$ cat config.mk
export PLATFORM = sky130hd
export DESIGN_NAME = decoder8_seq
export DESIGN_NICKNAME = d
export VERILOG_FILES = /design/src/rtl/decoder8_seq.sv
export SDC_FILE = /design/constraint.sdc
export NUM_CORES = 1
export LEC_CHECK = 0
export BUFFER_PORTS_ARGS = -buffer_cell sky130_fd_sc_hd__buf_2
export CAP_MARGIN = 20
export CORE_ASPECT_RATIO = 0.6
export CORE_UTILIZATION = 31
export DETAILED_ROUTE_END_ITERATION = 8
export PLACE_DENSITY = 0.45
export SYNTH_ARGS = -nofsm -noshare
export SYNTH_HDL_FRONTEND = slang
export SYNTH_SLANG_ARGS = --single-unit
$ cat constraint.sdc
create_clock -name clk -period 6.6 [get_ports clk]
set_clock_uncertainty 0.15 [all_clocks]
set_input_delay 0 -clock clk [delete_from_list [all_inputs] [get_ports clk]]
set_output_delay 0 -clock clk [all_outputs]
set_load 0.005 [all_outputs]
$ cat src/rtl/decoder8_seq.sv
// decoder8_seq: registered 3-to-8 one-hot decoder (code k drives y[7-k]) behind a
// valid/ready handshake, holding each output DWELL cycles then GAP zero cycles.
// Optional sweep mode (codes 0..7 back to back) is enabled by defining DEC8_SWEEP_EN.
module decoder8_seq #(
    parameter int DWELL = 4,
    parameter int GAP   = 1
) (
    input  logic       clk,
    input  logic       rst,
    input  logic [2:0] code_in,
    input  logic       en_in,
`ifdef DEC8_SWEEP_EN
    input  logic       sweep_start,
`endif
    output logic       rdy_out,
    output logic [7:0] y,
    output logic       busy,
    output logic       done
);

    typedef enum logic [1:0] {
        ST_IDLE  = 2'd0,
        ST_DRIVE = 2'd1,
        ST_GAP   = 2'd2
    } state_t;

    // A zero dwell behaves like a single-cycle dwell.
    localparam int         DWELL_EFF = (DWELL < 1) ? 1 : DWELL;
    localparam logic [7:0] DWELL_LD  = 8'(DWELL_EFF - 1);
    localparam bit         GAP_ON    = (GAP > 0) ? 1'b1 : 1'b0;
    localparam logic [3:0] GAP_LD    = (GAP > 0) ? 4'(GAP - 1) : 4'd0;

    function automatic logic [7:0] onehot(input logic [2:0] k);
        onehot = 8'h80 >> k;
    endfunction

    state_t     state_r;
    state_t     state_nx_s;
    logic [2:0] code_r;
    logic [2:0] code_nx_s;
    logic [7:0] dcnt_r;
    logic [7:0] dcnt_nx_s;
    logic [3:0] gcnt_r;
    logic [3:0] gcnt_nx_s;
    logic [7:0] y_r;
    logic [7:0] y_nx_s;
    logic       busy_r;
    logic       busy_nx_s;
    logic       done_r;
    logic       done_nx_s;
    logic       start_sweep_s;
    logic       more_steps_s;
    logic       sweep_nx_s;

`ifdef DEC8_SWEEP_EN
    logic sweep_r;

    assign start_sweep_s = sweep_start;
    assign more_steps_s  = sweep_r & (code_r != 3'd7);
    // The flag is taken on entry from IDLE and dropped whenever the sequencer returns to IDLE.
    assign sweep_nx_s    = (state_r == ST_IDLE) ? sweep_start
                                                : (sweep_r & (state_nx_s != ST_IDLE));

    // Sweep-mode flag register.
    always_ff @(posedge clk) begin
        if (rst) begin
            sweep_r <= 1'b0;
        end else begin
            sweep_r <= sweep_nx_s;
        end
    end
`else
    assign start_sweep_s = 1'b0;
    assign more_steps_s  = 1'b0;
    assign sweep_nx_s    = 1'b0;
`endif

    // Next-state, captured code and dwell/gap counters.
    always_comb begin
        state_nx_s = state_r;
        code_nx_s  = code_r;
        dcnt_nx_s  = dcnt_r;
        gcnt_nx_s  = gcnt_r;
        case (state_r)
            ST_IDLE: begin
                if (start_sweep_s) begin
                    state_nx_s = ST_DRIVE;
                    code_nx_s  = 3'd0;
                    dcnt_nx_s  = DWELL_LD;
                end else if (en_in) begin
                    state_nx_s = ST_DRIVE;
                    code_nx_s  = code_in;
                    dcnt_nx_s  = DWELL_LD;
                end else begin
                    dcnt_nx_s  = 8'd0;
                    gcnt_nx_s  = 4'd0;
                end
            end
            ST_DRIVE: begin
                if (dcnt_r != 8'd0) begin
                    dcnt_nx_s  = dcnt_r - 8'd1;
                end else if (GAP_ON) begin
                    state_nx_s = ST_GAP;
                    gcnt_nx_s  = GAP_LD;
                end else if (more_steps_s) begin
                    // Sweep with no guard gap: next code follows immediately.
                    state_nx_s = ST_DRIVE;
                    code_nx_s  = code_r + 3'd1;
                    dcnt_nx_s  = DWELL_LD;
                end else begin
                    state_nx_s = ST_IDLE;
                end
            end
            ST_GAP: begin
                if (gcnt_r != 4'd0) begin
                    gcnt_nx_s  = gcnt_r - 4'd1;
                end else if (more_steps_s) begin
                    state_nx_s = ST_DRIVE;
                    code_nx_s  = code_r + 3'd1;
                    dcnt_nx_s  = DWELL_LD;
                end else begin
                    state_nx_s = ST_IDLE;
                end
            end
            default: begin
                state_nx_s = ST_IDLE;
                dcnt_nx_s  = 8'd0;
                gcnt_nx_s  = 4'd0;
            end
        endcase
    end

    // Output values for the coming cycle, derived from the next state so they register in step.
    always_comb begin
        y_nx_s    = 8'h00;
        busy_nx_s = 1'b0;
        done_nx_s = 1'b0;
        if (state_nx_s == ST_DRIVE) begin
            y_nx_s    = onehot(code_nx_s);
            busy_nx_s = 1'b1;
            // Within a sweep only the final code reports completion.
            done_nx_s = (dcnt_nx_s == 8'd0) & (~sweep_nx_s | (code_nx_s == 3'd7));
        end else if (state_nx_s == ST_GAP) begin
            busy_nx_s = 1'b1;
        end else begin
            y_nx_s    = 8'h00;
            busy_nx_s = 1'b0;
            done_nx_s = 1'b0;
        end
    end

    // State and output registers.
    always_ff @(posedge clk) begin
        if (rst) begin
            state_r <= ST_IDLE;
            code_r  <= 3'd0;
            dcnt_r  <= 8'd0;
            gcnt_r  <= 4'd0;
            y_r     <= 8'h00;
            busy_r  <= 1'b0;
            done_r  <= 1'b0;
        end else begin
            state_r <= state_nx_s;
            code_r  <= code_nx_s;
            dcnt_r  <= dcnt_nx_s;
            gcnt_r  <= gcnt_nx_s;
            y_r     <= y_nx_s;
            busy_r  <= busy_nx_s;
            done_r  <= done_nx_s;
        end
    end

    assign rdy_out = (state_r == ST_IDLE) & ~rst;
    assign y       = y_r;
    assign busy    = busy_r;
    assign done    = done_r;

endmodule

==> impl_metrics.xml <==
<?xml version="1.0" encoding="UTF-8"?>
<metrics>
  <group name="layout">
    <metric name="final_core_utilization" unit="%">38.9</metric>
    <metric name="design_area" unit="mm^2">0.00149</metric>
    <metric name="fillerInstances" unit="">406</metric>
    <metric name="fin_nets" unit="">176</metric>
    <metric name="area_delta_synth_final" unit="%">14.8</metric>
    <metric name="antennaDiodeCount" unit="">0</metric>
    <metric name="layout_cell_share_with_drive_strength_beyond_1" unit="%">21.3</metric>
  </group>
  <group name="yosys">
    <metric name="synth.avg_cell_area" unit="um^2">9.07</metric>
    <metric name="postSynthCellCount" unit="">143</metric>
    <metric name="synth-seq-area-share" unit="%">41.7</metric>
    <metric name="synth.ff_latch_count" unit="">27</metric>
    <metric name="number_of_synthesized_flops_with_an_enable_pin" unit="">0</metric>
    <metric name="synthArstFlopShare" unit="%">0</metric>
    <metric name="synthesis.nets" unit="">154</metric>
    <metric name="post_synth_num_cell_types" unit="">41</metric>
    <metric name="synth_area" unit="mm^2">0.00130</metric>
    <metric name="yosysWarningCount" unit="">0</metric>
    <metric name="synth_flop_cell" unit="">sky130_fd_sc_hd__dfxtp_1</metric>
  </group>
  <group name="pwr">
    <metric name="sw_frac_of_total" unit="%">34.5</metric>
    <metric name="vdd.ir_drop.worst" unit="V">0.000133</metric>
    <metric name="clkPwrFrac" unit="%">21.5</metric>
    <metric name="power_frac_comb" unit="%">34.6</metric>
    <metric name="p_switching" unit="mW">0.153</metric>
    <metric name="power.leakage" unit="nW">0.609</metric>
    <metric name="power_report.internal_total" unit="mW">0.291</metric>
    <metric name="pwr_density" unit="mW/mm^2">298</metric>
    <metric name="power.sequential.fraction" unit="%">43.9</metric>
    <metric name="report.power.total" unit="mW">0.444</metric>
  </group>
  <group name="sta">
    <metric name="finalSetupViolCount" unit="">0</metric>
    <metric name="max_slew.worst_pin.slew" unit="ns">0.537</metric>
    <metric name="fmax" unit="MHz">367</metric>
    <metric name="tns" unit="ns">0</metric>
    <metric name="max-slew-margin-rel" unit="%">64.0</metric>
    <metric name="final_min_period_over_clock_period" unit="%">41.3</metric>
    <metric name="final-hold-violation-count" unit="">0</metric>
    <metric name="period_minus_slack" unit="ns">2.72</metric>
    <metric name="finalMaxSlewViolations" unit="">0</metric>
    <metric name="setup_repair_after_global_routing_missed_its_margin" unit="">no</metric>
  </group>
  <group name="grt">
    <metric name="antenna_violations_before_repair" unit="">0</metric>
    <metric name="global_route_wire_length_before_repair" unit="um">4880</metric>
    <metric name="globalRouteOverflowTotal" unit="">0</metric>
    <metric name="first_global_vias" unit="">981</metric>
    <metric name="grt_max_degree" unit="">22</metric>
    <metric name="gr-usage-all-layers" unit="%">14.3</metric>
  </group>
  <group name="clock_network">
    <metric name="clock_slew_seen_by_the_registers_of_the_worst_setup_and_hold_paths" unit="ns">0.09</metric>
    <metric name="cts-root-to-sink-buffers" unit="">2</metric>
    <metric name="cts_post_setup_buffers_inserted" unit="">0</metric>
    <metric name="numCtsBuffers" unit="">3</metric>
    <metric name="level_count_of_the_clock_h_tree" unit="">1</metric>
    <metric name="cts.sinks" unit="">27</metric>
    <metric name="cts_root_buf" unit="">sky130_fd_sc_hd__clkbuf_8</metric>
    <metric name="clk-insertion-delay-late" unit="ns">0.27</metric>
    <metric name="tritoncts_clock_tree" unit="">done</metric>
  </group>
  <group name="place">
    <metric name="detailed_place.area" unit="mm^2">0.00137</metric>
    <metric name="gp_congestion" unit="">0.832</metric>
    <metric name="hpwlAfterDp" unit="um">2040</metric>
    <metric name="portBuffers" unit="">16</metric>
  </group>
  <group name="drt">
    <metric name="drc" unit="">0</metric>
    <metric name="dr_total_vias" unit="">1063</metric>
    <metric name="detailed_route_vias_per_instance" unit="">5.04</metric>
    <metric name="routedWlPerCell" unit="um">13.5</metric>
    <metric name="route.antenna.remaining_nets" unit="">0</metric>
    <metric name="drt_pre_antenna_iters" unit="">4</metric>
    <metric name="initialDrtViolationCount" unit="">80</metric>
    <metric name="totalWireLength" unit="um">2850</metric>
  </group>
  <group name="floorplanning">
    <metric name="die_ar" unit="mm^2">0.00446</metric>
    <metric name="top_level_i_o_count" unit="">17</metric>
    <metric name="coreArea" unit="mm^2">0.00383</metric>
    <metric name="starting_density" unit="%">33.9</metric>
    <metric name="die_w" unit="um">85.5</metric>
    <metric name="rows" unit="">17</metric>
    <metric name="dieHeight" unit="um">52.1</metric>
  </group>
  <group name="setup_path">
    <metric name="worstSetupEndpointType" unit="">flop</metric>
    <metric name="worst-endpoint-arrival" unit="ns">2.76</metric>
    <metric name="number_of_cells_on_the_worst_reg_to_reg_path" unit="">11</metric>
    <metric name="worst-endpoint-required" unit="ns">6.63</metric>
    <metric name="timing.setup.critical_path_class" unit="">reg -&gt; reg</metric>
    <metric name="path_max_fanout" unit="">8</metric>
    <metric name="start_kind" unit="">flop</metric>
  </group>
  <group name="job">
    <metric name="cap_viol_max_count" unit="">0</metric>
  </group>
  <group name="hold_path">
    <metric name="hold_class" unit="">in -&gt; reg</metric>
    <metric name="number_of_cells_on_the_worst_hold_path" unit="">4</metric>
  </group>
  <group name="status">
    <metric name="status" unit="">complete, no violations</metric>
  </group>
</metrics>
[power by group through the flow]
stage                     Clock, mW  Sequential (mW)  Combinational [mW]
after floorplan                   0            0.194               0.124
after global placement            0            0.198               0.148
after detailed placement          0            0.198               0.147
after CTS                     0.100            0.195               0.153
after global routing          0.107            0.197               0.170
final                        0.0956            0.195               0.154
[cell usage in the layout, fill, tap and decap left out, types with 2 or more instances in the layout]
cell,instances
sky130_fd_sc_hd__nor2b_1,5
sky130_fd_sc_hd__nand2b_1,6
sky130_fd_sc_hd__ha_1,5
sky130_fd_sc_hd__mux2i_1,3
sky130_fd_sc_hd__buf_2,16
sky130_fd_sc_hd__inv_1,5
sky130_fd_sc_hd__a22oi_1,2
sky130_fd_sc_hd__clkbuf_8,3
sky130_fd_sc_hd__o21ai_0,8
sky130_fd_sc_hd__nand2_1,4
sky130_fd_sc_hd__a21oi_1,7
sky130_fd_sc_hd__nor2_1,25
sky130_fd_sc_hd__nor3_1,12
sky130_fd_sc_hd__dfxtp_1,27
sky130_fd_sc_hd__and2b_2,2
sky130_fd_sc_hd__dlygate4sd3_1,7
sky130_fd_sc_hd__or2_2,2
sky130_fd_sc_hd__nand4_1,2
[worst max-delay path, stage by stage, from the launching register on]
cell                      delay (ns)
sky130_fd_sc_hd__dfxtp_1        0.42
sky130_fd_sc_hd__inv_1          0.09
sky130_fd_sc_hd__ha_1           0.19
sky130_fd_sc_hd__or3b_4         0.25
sky130_fd_sc_hd__nor4_4         0.07
sky130_fd_sc_hd__a211o_2        0.39
sky130_fd_sc_hd__inv_1          0.07
sky130_fd_sc_hd__ha_1           0.16
sky130_fd_sc_hd__or2b_2         0.31
sky130_fd_sc_hd__a21oi_1        0.12
sky130_fd_sc_hd__nand4_1        0.12
sky130_fd_sc_hd__nor4_2         0.29
[synthesized netlist by cell type (2+ instances only)]
library cell | count | share of area (%)
sky130_fd_sc_hd__o21ai_0 | 8 | 3.1
sky130_fd_sc_hd__a22oi_1 | 2 | 1.2
sky130_fd_sc_hd__nand2b_1 | 6 | 2.9
sky130_fd_sc_hd__inv_1 | 5 | 1.4
sky130_fd_sc_hd__nor3_1 | 12 | 4.6
sky130_fd_sc_hd__nand2_1 | 4 | 1.2
sky130_fd_sc_hd__buf_12 | 2 | 3.1
sky130_fd_sc_hd__nor2b_1 | 5 | 2.4
sky130_fd_sc_hd__clkbuf_1 | 2 | 0.58
sky130_fd_sc_hd__ha_1 | 5 | 4.8
sky130_fd_sc_hd__mux2i_1 | 3 | 2.3
sky130_fd_sc_hd__nand4_1 | 2 | 0.96
sky130_fd_sc_hd__and2b_2 | 2 | 1.4
sky130_fd_sc_hd__or2_2 | 2 | 0.96
sky130_fd_sc_hd__dfxtp_1 | 27 | 42
sky130_fd_sc_hd__nor2_1 | 25 | 7.2
sky130_fd_sc_hd__a21oi_1 | 7 | 2.7
[final cells by class]
cell class / instances / area (um^2) / area share, %
inverters: 5 / 18.8 / 1.26
flip-flops and latches: 27 / 541 / 36.3
repair buffers: 23 / 150 / 10.1
clock buffers: 3 / 41.3 / 2.77
multi-input cells: 105 / 672 / 45.1
clock inverters: 1 / 7.51 / 0.504
well taps: 47 / 58.8 / 3.95
[worst paths after layout]
path / from / to / slack, ns
setup reg to reg: dcnt_r[0] / done / 3.88
hold reg to reg: gcnt_r[1] / gcnt_r[1] / 0.39
hold / removal: en_in / state_r[0] / 0.02
setup / recovery: dcnt_r[0] / done / 3.88
[layer usage]
metal / global-route usage (%) / vias up / part of all wire (%)
met4: 2.50 / 0 / 0.25
met5: 0 / - / 0
met2: 21.7 / 26 / 40
met3: 3.81 / 2 / 6.2
met1: 20.5 / 492 / 54
li1: - / 543 / -
[kinds of logic (layout without fill, tap and decap cells)]
| kind of cell | count (synthesis) | count (layout) | synth area share [%] |
|---|---|---|---|
| compound gates | 27 | 27 | 13.6 |
| fa+ha+maj | 5 | 5 | 4.82 |
| buf+inv | 11 | 32 | 6.56 |
| flops | 27 | 27 | 41.7 |
| mux | 3 | 3 | 2.31 |
| simple gates | 70 | 70 | 31.1 |
[registers in the layout (all words and copies together) (netlist names)]
register	flops
busy	1
code_r	3
dcnt_r	8
done	1
gcnt_r	4
state_r	2
y	8
[timing repair]
action,CTS,global route
hold buffers,7,0
setup endpoints to repair,0,0
hold endpoints to repair,18,0
resized for setup,0,0
[metrics by stage]
step,instances,hold WS [ns],setup slack [ns]
floorplan,143,0.0302,4.12
global placement,200,0.163,4.00
detailed placement,200,0.166,3.89
CTS,211,0.0147,3.86
global route,211,0.0381,3.77
finish,211,0.0172,3.88
Note: power is estimated with default switching activity, not from simulation.
